`config.mk`:
```
export PLATFORM = sky130hd
export DESIGN_NAME = op_sequencer
export DESIGN_NICKNAME = d
export VERILOG_FILES = /design/src/rtl/op_sequencer_pkg.sv /design/src/rtl/sync_2ff.sv /design/src/rtl/op_sequencer.sv
export SDC_FILE = /design/constraint.sdc
export NUM_CORES = 1
export LEC_CHECK = 0
export ABC_AREA = 1
export CAP_MARGIN = 20
export CORE_MARGIN = 5
export CORE_UTILIZATION = 27
export CTS_CLUSTER_SIZE = 20
export DETAILED_ROUTE_END_ITERATION = 10
export GPL_ROUTABILITY_DRIVEN = 0
export SLEW_MARGIN = 20
export SYNTH_ARGS = -nofsm -noshare
export SYNTH_HDL_FRONTEND = slang
export SYNTH_SLANG_ARGS = --single-unit
export TNS_END_PERCENT = 10
```
`constraint.sdc`:
```
create_clock -name CLK -period 2.6 [get_ports CLK]
set_input_delay 0.52 -clock CLK [delete_from_list [all_inputs] [get_ports CLK]]
set_output_delay 0.52 -clock CLK [all_outputs]
set_load 0.02 [all_outputs]
```
`src/rtl/op_sequencer_pkg.sv`:
```
// op_sequencer_pkg
// Shared definitions for the operation sequencer:
//   op_e            - operation select codes driven to the datapath mux
//   state_e / ST_*  - sequencer state encoding
//   encodeButtons   - priority encoder for the synchronized push-buttons
package op_sequencer_pkg;

    typedef enum logic [2:0] {
        OP_NONE = 3'd0,
        OP_MULT = 3'd1,
        OP_LO   = 3'd2,
        OP_NO   = 3'd3,
        OP_ADD  = 3'd4,
        OP_SUB  = 3'd5
    } op_e;

    // Plain constants rather than an enum so the encoding stays visible
    // to older tools and netlist viewers.
    typedef logic [2:0] state_e;

    localparam state_e ST_IDLE     = 3'd0;
    localparam state_e ST_DEBOUNCE = 3'd1;
    localparam state_e ST_CAPTURE  = 3'd2;
    localparam state_e ST_SETTLE   = 3'd3;
    localparam state_e ST_RELEASE  = 3'd4;

    // Button vector is {C, U, D, L, R}; C wins over everything, R loses
    // to everything.
    function automatic op_e encodeButtons(input logic [4:0] btns);
        op_e op;
        if (btns[4]) begin
            op = OP_MULT;
        end else if (btns[3]) begin
            op = OP_LO;
        end else if (btns[2]) begin
            op = OP_NO;
        end else if (btns[1]) begin
            op = OP_ADD;
        end else if (btns[0]) begin
            op = OP_SUB;
        end else begin
            op = OP_NONE;
        end
        return op;
    endfunction

endpackage

```
`src/rtl/sync_2ff.sv`:
```
// sync_2ff
// Two-flop synchronizer for a bus of independent asynchronous bits.
// Each bit is synchronized on its own; no cross-bit coherence is implied.
// Ports:
//   clk_i  - destination clock
//   rst_i  - asynchronous active-high reset, clears both stages
//   d_i    - raw asynchronous input
//   q_o    - synchronized output, two edges behind d_i
module sync_2ff #(
    parameter int WIDTH = 1
) (
    input  logic             clk_i,
    input  logic             rst_i,
    input  logic [WIDTH-1:0] d_i,
    output logic [WIDTH-1:0] q_o
);

    logic [WIDTH-1:0] stage1_q;
    logic [WIDTH-1:0] stage2_q;

    // First stage may go metastable; second stage gives it a full cycle
    // to resolve before anything downstream looks at it.
    always_ff @(posedge clk_i or posedge rst_i) begin
        if (rst_i) begin
            stage1_q <= '0;
            stage2_q <= '0;
        end else begin
            stage1_q <= d_i;
            stage2_q <= stage1_q;
        end
    end

    assign q_o = stage2_q;

endmodule

```
`src/rtl/op_sequencer.sv`:
```
// op_sequencer
// Front-end controller for the shared combinational datapath. Buttons and
// switches are synchronized, the button press is priority-encoded and
// debounced, the operand and operation are registered out to the datapath,
// and after the settle time the datapath result is latched onto LED.
// Ports:
//   CLK      - system clock
//   RST      - asynchronous active-high reset
//   SW       - raw switch operand
//   BTNC/U/D/L/R - raw push-buttons (C highest priority, R lowest)
//   RESULT   - datapath result for the current OP_SEL/OPERAND
//   OPERAND  - registered operand to the datapath
//   OP_SEL   - registered op_e select to the datapath mux
//   LED      - registered latched result
//   BUSY     - high whenever the sequencer is not idle
//   DONE     - one-cycle pulse coincident with a new LED value
module op_sequencer
    import op_sequencer_pkg::*;
#(
    parameter int BITS            = 16,
    parameter int DEBOUNCE_CYCLES = 4,
    parameter int SETTLE_CYCLES   = 1
) (
    input  logic            CLK,
    input  logic            RST,
    input  logic [BITS-1:0] SW,
    input  logic            BTNC,
    input  logic            BTNU,
    input  logic            BTND,
    input  logic            BTNL,
    input  logic            BTNR,
    input  logic [BITS-1:0] RESULT,
    output logic [BITS-1:0] OPERAND,
    output logic [2:0]      OP_SEL,
    output logic [BITS-1:0] LED,
    output logic            BUSY,
    output logic            DONE
);

    localparam int MAX_CYCLES = (DEBOUNCE_CYCLES > SETTLE_CYCLES) ? DEBOUNCE_CYCLES : SETTLE_CYCLES;
    localparam int CNT_W      = $clog2(MAX_CYCLES) + 1;

    localparam logic [CNT_W-1:0] DEB_LAST = CNT_W'(DEBOUNCE_CYCLES - 1);
    localparam logic [CNT_W-1:0] SET_LAST = CNT_W'(SETTLE_CYCLES - 1);
    localparam logic [CNT_W-1:0] CNT_ONE  = CNT_W'(1);

    logic [1:0]      rstPipe_q;
    logic            rstInt;
    logic [4:0]      btnSync;
    logic [BITS-1:0] swSync;
    op_e             curOp;

    state_e          state_q,   state_d;
    op_e             cand_q,    cand_d;
    logic [CNT_W-1:0] cnt_q,    cnt_d;
    logic [BITS-1:0] operand_q, operand_d;
    op_e             opSel_q,   opSel_d;
    logic [BITS-1:0] led_q,     led_d;
    logic            done_q,    done_d;

    // Reset asserts immediately but is released only after two clean
    // edges, so no flop sees reset removal close to a clock edge.
    always_ff @(posedge CLK or posedge RST) begin
        if (RST) begin
            rstPipe_q <= 2'b11;
        end else begin
            rstPipe_q <= {rstPipe_q[0], 1'b0};
        end
    end

    assign rstInt = rstPipe_q[1];

    sync_2ff #(.WIDTH(5)) uBtnSync (
        .clk_i (CLK),
        .rst_i (rstInt),
        .d_i   ({BTNC, BTNU, BTND, BTNL, BTNR}),
        .q_o   (btnSync)
    );

    sync_2ff #(.WIDTH(BITS)) uSwSync (
        .clk_i (CLK),
        .rst_i (rstInt),
        .d_i   (SW),
        .q_o   (swSync)
    );

    assign curOp = encodeButtons(btnSync);

    // Next-state logic. The same counter serves debounce, settle and
    // release timing since only one of them is ever active at a time.
    always_comb begin
        state_d   = state_q;
        cand_d    = cand_q;
        cnt_d     = cnt_q;
        operand_d = operand_q;
        opSel_d   = opSel_q;
        led_d     = led_q;
        done_d    = 1'b0;

        case (state_q)
            ST_IDLE: begin
                if (curOp != OP_NONE) begin
                    cand_d  = curOp;
                    cnt_d   = '0;
                    state_d = ST_DEBOUNCE;
                end
            end

            // Any change of the encoded op, including a higher-priority
            // button joining, throws the candidate away and restarts.
            ST_DEBOUNCE: begin
                if (curOp != cand_q) begin
                    state_d = ST_IDLE;
                end else if (cnt_q == DEB_LAST) begin
                    state_d = ST_CAPTURE;
                end else begin
                    cnt_d = cnt_q + CNT_ONE;
                end
            end

            ST_CAPTURE: begin
                operand_d = swSync;
                opSel_d   = cand_q;
                cnt_d     = '0;
                state_d   = ST_SETTLE;
            end

            ST_SETTLE: begin
                if (cnt_q == SET_LAST) begin
                    led_d   = RESULT;
                    done_d  = 1'b1;
                    cnt_d   = '0;
                    state_d = ST_RELEASE;
                end else begin
                    cnt_d = cnt_q + CNT_ONE;
                end
            end

            // A held or bouncing button keeps us here; only a full
            // debounce period of nothing pressed re-arms the sequencer.
            ST_RELEASE: begin
                if (curOp != OP_NONE) begin
                    cnt_d = '0;
                end else if (cnt_q == DEB_LAST) begin
                    cnt_d   = '0;
                    state_d = ST_IDLE;
                end else begin
                    cnt_d = cnt_q + CNT_ONE;
                end
            end

            default: begin
                cnt_d   = '0;
                state_d = ST_IDLE;
            end
        endcase
    end

    // All sequencer state and outputs in one register bank.
    always_ff @(posedge CLK or posedge rstInt) begin
        if (rstInt) begin
            state_q   <= ST_IDLE;
            cand_q    <= OP_NONE;
            cnt_q     <= '0;
            operand_q <= '0;
            opSel_q   <= OP_NONE;
            led_q     <= '0;
            done_q    <= 1'b0;
        end else begin
            state_q   <= state_d;
            cand_q    <= cand_d;
            cnt_q     <= cnt_d;
            operand_q <= operand_d;
            opSel_q   <= opSel_d;
            led_q     <= led_d;
            done_q    <= done_d;
        end
    end

    assign OPERAND = operand_q;
    assign OP_SEL  = opSel_q;
    assign LED     = led_q;
    assign DONE    = done_q;
    assign BUSY    = (state_q != ST_IDLE);

endmodule

```
==> results of run 1 <==
==> synthesized netlist by cell type <==
| cell type | number |
|---|---|
| o21ai_2 | 1 |
| conb_1 | 1 |
| nor2_4 | 1 |
| nor3_1 | 1 |
| inv_1 | 20 |
| o22ai_1 | 1 |
| dfstp_2 | 2 |
| nor2_2 | 4 |
| o21ai_0 | 7 |
| buf_4 | 1 |
| inv_2 | 1 |
| mux2_2 | 14 |
| nor3b_2 | 1 |
| nand2_2 | 1 |
| and2_1 | 2 |
| nand4_1 | 2 |
| nand3_1 | 12 |
| ha_1 | 4 |
| dfrtp_1 | 87 |
| mux2_1 | 2 |
| nand2_1 | 94 |
| buf_6 | 3 |
| nor2_1 | 3 |
==> layout by cell type (no fill, tap or decap), drive strengths merged <==
cell type	synthesis	final
nand2	95	95
dfrtp	87	87
clkdlybuf4s50	0	75
inv	21	25
mux2	16	16
nand3	12	12
clkbuf	0	9
o21ai	8	8
nor2	8	8
ha	4	4
buf	4	3
nand4	2	2
and2	2	2
dfstp	2	2
clkinv	0	2
nor3	1	1
o22ai	1	1
nor3b	1	1
clkinvlp	0	1
conb	1	1
==> registers in the layout, indices dropped and copies added (netlist names) <==
register and cells:
OPERAND 16, uBtnSync.stage1_q 5, state_q 3, cnt_q 3, LED 16, uSwSync.q_o 16, uSwSync.stage1_q 16, cand_q 3
OP_SEL 3, uBtnSync.q_o 5, DONE 1, rstPipe_q 2
==> worst max-delay path by stage <==
stage                            from              to  depth (start not counted)
6_report       state_q[2]$_DFFE_PP0P_            BUSY                          3
5_1_grt        state_q[2]$_DFFE_PP0P_            BUSY                          3
4_1_cts        state_q[2]$_DFFE_PP0P_            BUSY                          3
3_5_place_dp   state_q[2]$_DFFE_PP0P_            BUSY                          3
3_3_place_gp   state_q[2]$_DFFE_PP0P_            BUSY                          3
2_1_floorplan  rstPipe_q[1]$_DFF_PP1_  DONE$_DFF_PP0_                          1
==> power breakdown <==
part	switching (W)	internal, W	total, W
clock network	0.000568	0.000676	0.00124
logic	0.000887	0.000788	0.00168
registers	0.000195	0.00173	0.00193
total	0.00165	0.00320	0.00485
==> through the flow <==
| stage | setup slack, ns | total power (W) | cells | utilization | hold slack (ns) |
|---|---|---|---|---|---|
| 3_3_place_gp | 0.7926 | 0.003614 | 482 | 0.3551 | 0.3312 |
| 2_1_floorplan | 0.01154 | 0.002877 | 265 | - | 0.3312 |
| 3_5_place_dp | 0.7521 | 0.003662 | 482 | 0.3551 | 0.3347 |
| 6_report | 0.3917 | 0.004847 | 498 | 0.3808 | 0.3349 |
| 4_1_cts | 0.3870 | 0.004947 | 498 | 0.3808 | 0.3470 |
| 5_1_grt | 0.3336 | 0.005193 | 498 | 0.3808 | 0.3551 |
==> final cells by class <==
cell class | count | area [µm²]
Timing Repair Buffer | 78 | 773.2
Clock buffer | 9 | 225.2
Inverter | 21 | 80.08
Multi-Input combinational cell | 151 | 793.3
Tap cell | 143 | 178.9
Fill cell | 1168 | 7071
Sequential cell | 89 | 2230
Clock inverter | 7 | 67.56
==> kinds of logic (layout without fill, tap and decap cells) <==
kind of cell,Yosys count,count (layout),synth area share
simple gates,121,121,0.1620
flops,89,89,0.7094
other cells,1,1,0.001193
mux,16,16,0.05732
fa+ha+maj,4,4,0.01592
compound gates,9,9,0.01592
buf+inv,25,115,0.03821
==> layer usage <==
metal	vias up	routed length [µm]	global-route usage
li1	999	-	-
met1	1023	2669	0.1181
met2	38	3032	0.1517
met3	4	300	0.03364
met4	0	37	0.03226
met5	-	0	0
==> insert_results.sql, run 1 <==
INSERT INTO impl_metrics (metric_group, metric, value, unit) VALUES
('clock_tree', 'cts_tree', 'done', ''),
('synthesis', 'synth.ff_latch_count', '89', ''),
('clock_tree', 'worst_setup_hold_path_clk_slew', '0.07', 'ns'),
('clock_tree', 'clk_latency', '0.33', 'ns'),
('floorplan', 'core', '11420', 'µm²'),
('synthesis', 'synth.distinct_cells', '23', ''),
('sta', 'tns', '0', 'ns'),
('setup_path', 'reg_to_reg_slack_setup', '0.95', 'ns'),
('setup_path', 'critical_path.endpoint_type', 'output pin', ''),
('sta', 'fin_skew', '0.007277', 'ns'),
('drt', 'drtIter0Drc', '64', ''),
('synthesis', 'synth_top_cells_by_area', 'dfrtp_1, nand2_1, mux2_2', ''),
('sta', 'relSlewSlack', '0.5477', ''),
('clock_tree', 'clkSinkCount', '89', ''),
('synthesis', 'synthCells', '265', ''),
('clock_tree', 'clock_tree.root_cell', 'clkbuf_16', ''),
('power', 'cell_pwr_density', '1115', 'nW/µm²'),
('sta', 'maxClockFrequency', '452.8', 'MHz'),
('setup_path', 'path_max_fanout', '5', ''),
('drt', 'detail_route.vias_per_cell', '4.145', ''),
('run_status', 'run_status', 'complete, no violations', ''),
('sta', 'setup-violations-final', '0', ''),
('grt', 'grt_overflow', '0', ''),
('setup_path', 'worstPathCellList', 'nor2_1, nand2_1, clkdlybuf4s50_1', ''),
('sta', 'final_min_period_over_clock_period', '0.8493', ''),
('synthesis', 'synth-warning-count', '0', ''),
('grt', 'grt_max_degree', '43', ''),
('finish', 'layout-drive-gt1-share', '0.1268', ''),
('sta', 'final-hold-violation-count', '0', ''),
('setup_path', 'timing.rr.end', 'cnt_q[0]$_DFFE_PP0P_', ''),
('setup_path', 'critical_path.startpoint_type', 'flop', ''),
('sta', 'finalCriticalPeriod', '2.208', 'ns'),
('sta', 'number_of_pins_exceeding_their_max_slew_limit_in_the_final_report', '0', ''),
('power', 'static-leakage-power', '2.028', 'nW'),
('setup_path', 'required', '2.08', 'ns'),
('drt', 'via_count', '2064', ''),
('finish', 'n_antenna_cell', '0', ''),
('setup_path', 'worstPathArrival', '1.69', 'ns'),
('worst_hold_path', 'tightest_hold_check_type', 'flop to asynchronous set/reset pin', ''),
('setup_path', 'worstSetupPathType', 'flop to output pin', ''),
('sta', 'unrepaired_setup_endpoints_after_global_routing', 'false', ''),
('finish', 'growth_of_design_area_from_synthesis_to_finish', '38.34', '%'),
('drt', 'remaining_drc_errors', '0', ''),
('finish', 'layout_cell_area_excl_fill', '4348', 'µm²'),
('power', 'vdd_ir_drop_max', '0.3917', 'mV'),
('clock_tree', 'bufs_on_longest_clock_path', '2', ''),
('sta', 'max_slew.worst_pin.slew', '0.6776', 'ns'),
('setup_path', 'worst_r2r_path_depth', '8', ''),
('placed_design', 'placedInstanceArea', '4055', 'µm²'),
('clock_tree', 'number_of_cts_inserted_buffers', '9', ''),
('floorplan', 'chipHeight', '117.9', 'µm'),
('job', 'cap_viol_max_count', '0', ''),
('floorplan', 'start_util', '0.2753', ''),
('floorplan', 'rows', '39', ''),
('grt', 'globalRouteTotalUtil', '0.09446', ''),
('floorplan', 'die_w', '117.9', 'µm'),
('setup_path', 'top_cell_family_by_delay_on_the_critical_path', 'buffers and inverters', ''),
('grt', 'grt_pass1_wl', '10.76', 'mm'),
('setup_path', 'slowest_delay', '0.56', 'ns'),
('synthesis', 'synth.avg_cell_area', '11.86', 'µm²'),
('finish', 'finish.net_count', '393', ''),
('placed_design', 'detailedPlacementHpwl', '4.388', 'mm'),
('synthesis', 'synthDominantCellAreaShare', '0.6927', ''),
('drt', 'drt_pass1_iterations', '4', ''),
('synthesis', 'netlist_area', '3143', 'µm²'),
('setup_path', 'crit_path_top_delay_cell', 'clkdlybuf4s50_1', ''),
('grt', 'first_global_vias', '2181', ''),
('placed_design', 'port_buffers', '75', ''),
('floorplan', 'floorplan.io_pins', '76', ''),
('clock_tree', 'post_cts_buffers', '0', ''),
('floorplan', 'die-area', '13900', 'µm²'),
('synthesis', 'synth-seq-area-share', '0.7094', ''),
('synthesis', 'cell_taking_the_most_area_after_synthesis', 'dfrtp_1', ''),
('drt', 'totalWireLength', '6.039', 'mm'),
('clock_tree', 'cts.htree.levels', '3', ''),
('clock_tree', 'cts_hold_buffers', '0', ''),
('grt', 'grt_antenna_before_repair', '0', ''),
('drt', 'detail-route-antenna-nets', '0', ''),
('clock_tree', 'cts-resized-gates', '0', ''),
('drt', 'avgRoutedWirePerCell', '12.13', 'µm'),
('setup_path', 'worst-path-buf-inv', '1', ''),
('setup_path', 'worst_r2r_startpoint', 'cnt_q[0]$_DFFE_PP0P_', ''),
('synthesis', 'syn_nets', '308', '');
No activity file was read; power rests on OpenSTA's default activity.
==> run 2, diff against run 1 <==
==> constraint.sdc (replaced) <==
create_clock -name CLK -period 2.25 [get_ports CLK]
set_input_delay 0.45 -clock CLK [delete_from_list [all_inputs] [get_ports CLK]]
set_output_delay 0.45 -clock CLK [all_outputs]
set_load 0.02 [all_outputs]
==> insert_results.sql, run 2 (same netlist as run 1, synthesis figures left out) <==
INSERT INTO impl_metrics (metric_group, metric, value, unit) VALUES
('run_status', 'run_status', 'complete, no violations', ''),
('grt', 'globalRouteTotalUtil', '0.09492', ''),
('clock_tree', 'cts.htree.levels', '3', ''),
('drt', 'via_count', '2069', ''),
('drt', 'detail-route-antenna-nets', '0', ''),
('drt', 'remaining_drc_errors', '0', ''),
('finish', 'final-seq-area', '2230', 'µm²'),
('drt', 'avgRoutedWirePerCell', '12.30', 'µm'),
('finish', 'filler_cell_count', '1124', ''),
('job', 'cap_viol_max_count', '0', ''),
('setup_path', 'worstSetupPathType', 'flop to output pin', ''),
('sta', 'unrepaired_setup_endpoints_after_global_routing', 'false', ''),
('sta', 'relSlewSlack', '0.5274', ''),
('floorplan', 'start_util', '0.2753', ''),
('placed_design', 'detailedPlacementHpwl', '4.337', 'mm'),
('worst_hold_path', 'tightest_hold_check_type', 'flop to flop', ''),
('sta', 'fin_skew', '0.005491', 'ns'),
('finish', 'finish.net_count', '393', ''),
('clock_tree', 'clk_latency', '0.34', 'ns'),
('grt', 'grt_overflow', '0', ''),
('sta', 'setup-violations-final', '0', ''),
('clock_tree', 'post_cts_buffers', '0', ''),
('finish', 'final_cell_mix', 'nand2_1, dfrtp_1, clkdlybuf4s50_1', ''),
('clock_tree', 'number_of_cts_inserted_buffers', '9', ''),
('sta', 'final_min_period_over_clock_period', '0.9459', ''),
('clock_tree', 'cts-resized-gates', '0', ''),
('sta', 'final-hold-violation-count', '0', ''),
('clock_tree', 'clock_tree.root_cell', 'clkbuf_16', ''),
('sta', 'maxClockFrequency', '469.9', 'MHz'),
('sta', 'fin_worst_hold_slack', '0.3469', 'ns'),
('sta', 'max_slew.worst_pin.slew', '0.7074', 'ns'),
('power', 'static-leakage-power', '2.032', 'nW'),
('drt', 'detail_route.vias_per_cell', '4.155', ''),
('finish', 'multi_input_area', '793.3', 'µm²'),
('setup_path', 'worstPathArrival', '1.68', 'ns'),
('drt', 'totalWireLength', '6.127', 'mm'),
('clock_tree', 'cts_hold_buffers', '0', ''),
('floorplan', 'chipHeight', '117.9', 'µm'),
('floorplan', 'floorplan.io_pins', '76', ''),
('drt', 'drtIter0Drc', '78', ''),
('grt', 'grt_antenna_before_repair', '0', ''),
('setup_path', 'reg_to_reg_slack_setup', '0.59', 'ns'),
('setup_path', 'critical_path.startpoint_type', 'flop', ''),
('finish', 'layout_cell_area_excl_fill', '4380', 'µm²'),
('clock_tree', 'worst_setup_hold_path_clk_slew', '0.06', 'ns'),
('grt', 'grt_pass1_wl', '10.61', 'mm'),
('floorplan', 'die_w', '117.9', 'µm'),
('power', 'vdd_ir_drop_max', '0.5187', 'mV'),
('floorplan', 'core', '11420', 'µm²'),
('setup_path', 'required', '1.80', 'ns'),
('drt', 'drt_pass1_iterations', '4', ''),
('floorplan', 'rows', '39', ''),
('clock_tree', 'cts_tree', 'done', ''),
('sta', 'finalCriticalPeriod', '2.128', 'ns'),
('clock_tree', 'bufs_on_longest_clock_path', '2', ''),
('placed_design', 'placedInstanceArea', '4070', 'µm²'),
('floorplan', 'die-area', '13900', 'µm²'),
('finish', 'growth_of_design_area_from_synthesis_to_finish', '39.37', '%'),
('power', 'cell_pwr_density', '1302', 'nW/µm²'),
('placed_design', 'port_buffers', '75', ''),
('sta', 'tns', '0', 'ns'),
('setup_path', 'crit_path_top_delay_cell', 'clkdlybuf4s50_1', ''),
('finish', 'layout.cells.most_common', 'nand2_1', ''),
('clock_tree', 'clkSinkCount', '89', ''),
('setup_path', 'path_max_fanout', '5', ''),
('grt', 'grt_max_degree', '32', ''),
('setup_path', 'critical_path.endpoint_type', 'output pin', ''),
('finish', 'n_antenna_cell', '0', ''),
('setup_path', 'slowest_delay', '0.56', 'ns'),
('setup_path', 'worstPathCellList', 'nor2_1, nand2_1, clkdlybuf4s50_1', ''),
('sta', 'number_of_pins_exceeding_their_max_slew_limit_in_the_final_report', '0', ''),
('grt', 'first_global_vias', '2217', ''),
('finish', 'layout-drive-gt1-share', '0.1268', '');
[run 2: area by class of cell]
| class | count | share of cell area |
|---|---|---|
| multi-input cells | 151 | 0.1811 |
| flip-flops and latches | 89 | 0.5090 |
| clock inverters | 7 | 0.01942 |
| inverters | 21 | 0.01885 |
| repair buffers | 78 | 0.1794 |
| well taps | 143 | 0.04085 |
| clock buffers | 9 | 0.05141 |
[run 2: path summary, 6_finish.rpt]
| kind | end | startpoint | cells after the start |
|---|---|---|---|
| min in group asynchronous | uSwSync.q_o[5]$_DFF_PP0_ | rstPipe_q[1]$_DFF_PP1_ | 1 |
| max in group asynchronous | OPERAND[5]$_DFFE_PP0N_ | rstPipe_q[1]$_DFF_PP1_ | 2 |
| min | uSwSync.q_o[14]$_DFF_PP0_ | uSwSync.stage1_q[14]$_DFF_PP0_ | 0 |
| max reg2reg | LED[12]$_DFFE_PP0P_ | cnt_q[0]$_DFFE_PP0P_ | 7 |
| max | BUSY | state_q[2]$_DFFE_PP0P_ | 3 |
| min reg2reg | uSwSync.q_o[14]$_DFF_PP0_ | uSwSync.stage1_q[14]$_DFF_PP0_ | 0 |
[run 2: per-stage QoR]
stage	setup WS, ns	cells	power (W)	util
CTS	0.09670	498	0.005801	0.3836
global placement	0.4918	482	0.004175	0.3565
detailed placement	0.4711	482	0.004222	0.3565
floorplan	0.8652	265	0.003326	-
global route	0.06307	498	0.006055	0.3836
finish	0.1217	498	0.005704	0.3836
[run 2: power breakdown]
part	total [W]	leakage (nW)	switching (W)	internal, W
combinational	0.00193	0.812	0.00102	0.000911
clock	0.00154	0.146	0.000657	0.000882
sequential	0.00223	1.07	0.000231	0.00200
total	0.00570	2.03	0.00191	0.00380
[run 2: layer usage]
metal | wire, µm | global-route usage | part of all wire
met1 | 2592 | 0.1131 | 0.42
met4 | 130 | 0.05161 | 0.021
met2 | 3029 | 0.1542 | 0.49
met5 | 0 | 0 | 0
met3 | 375 | 0.02739 | 0.061
[run 2: critical path, delay by kind of cell (launching register included)]
family	cells	cell delay (ns)
AND/OR/NAND/NOR	2	0.36
flip-flops	1	0.43
buffers and inverters	1	0.56
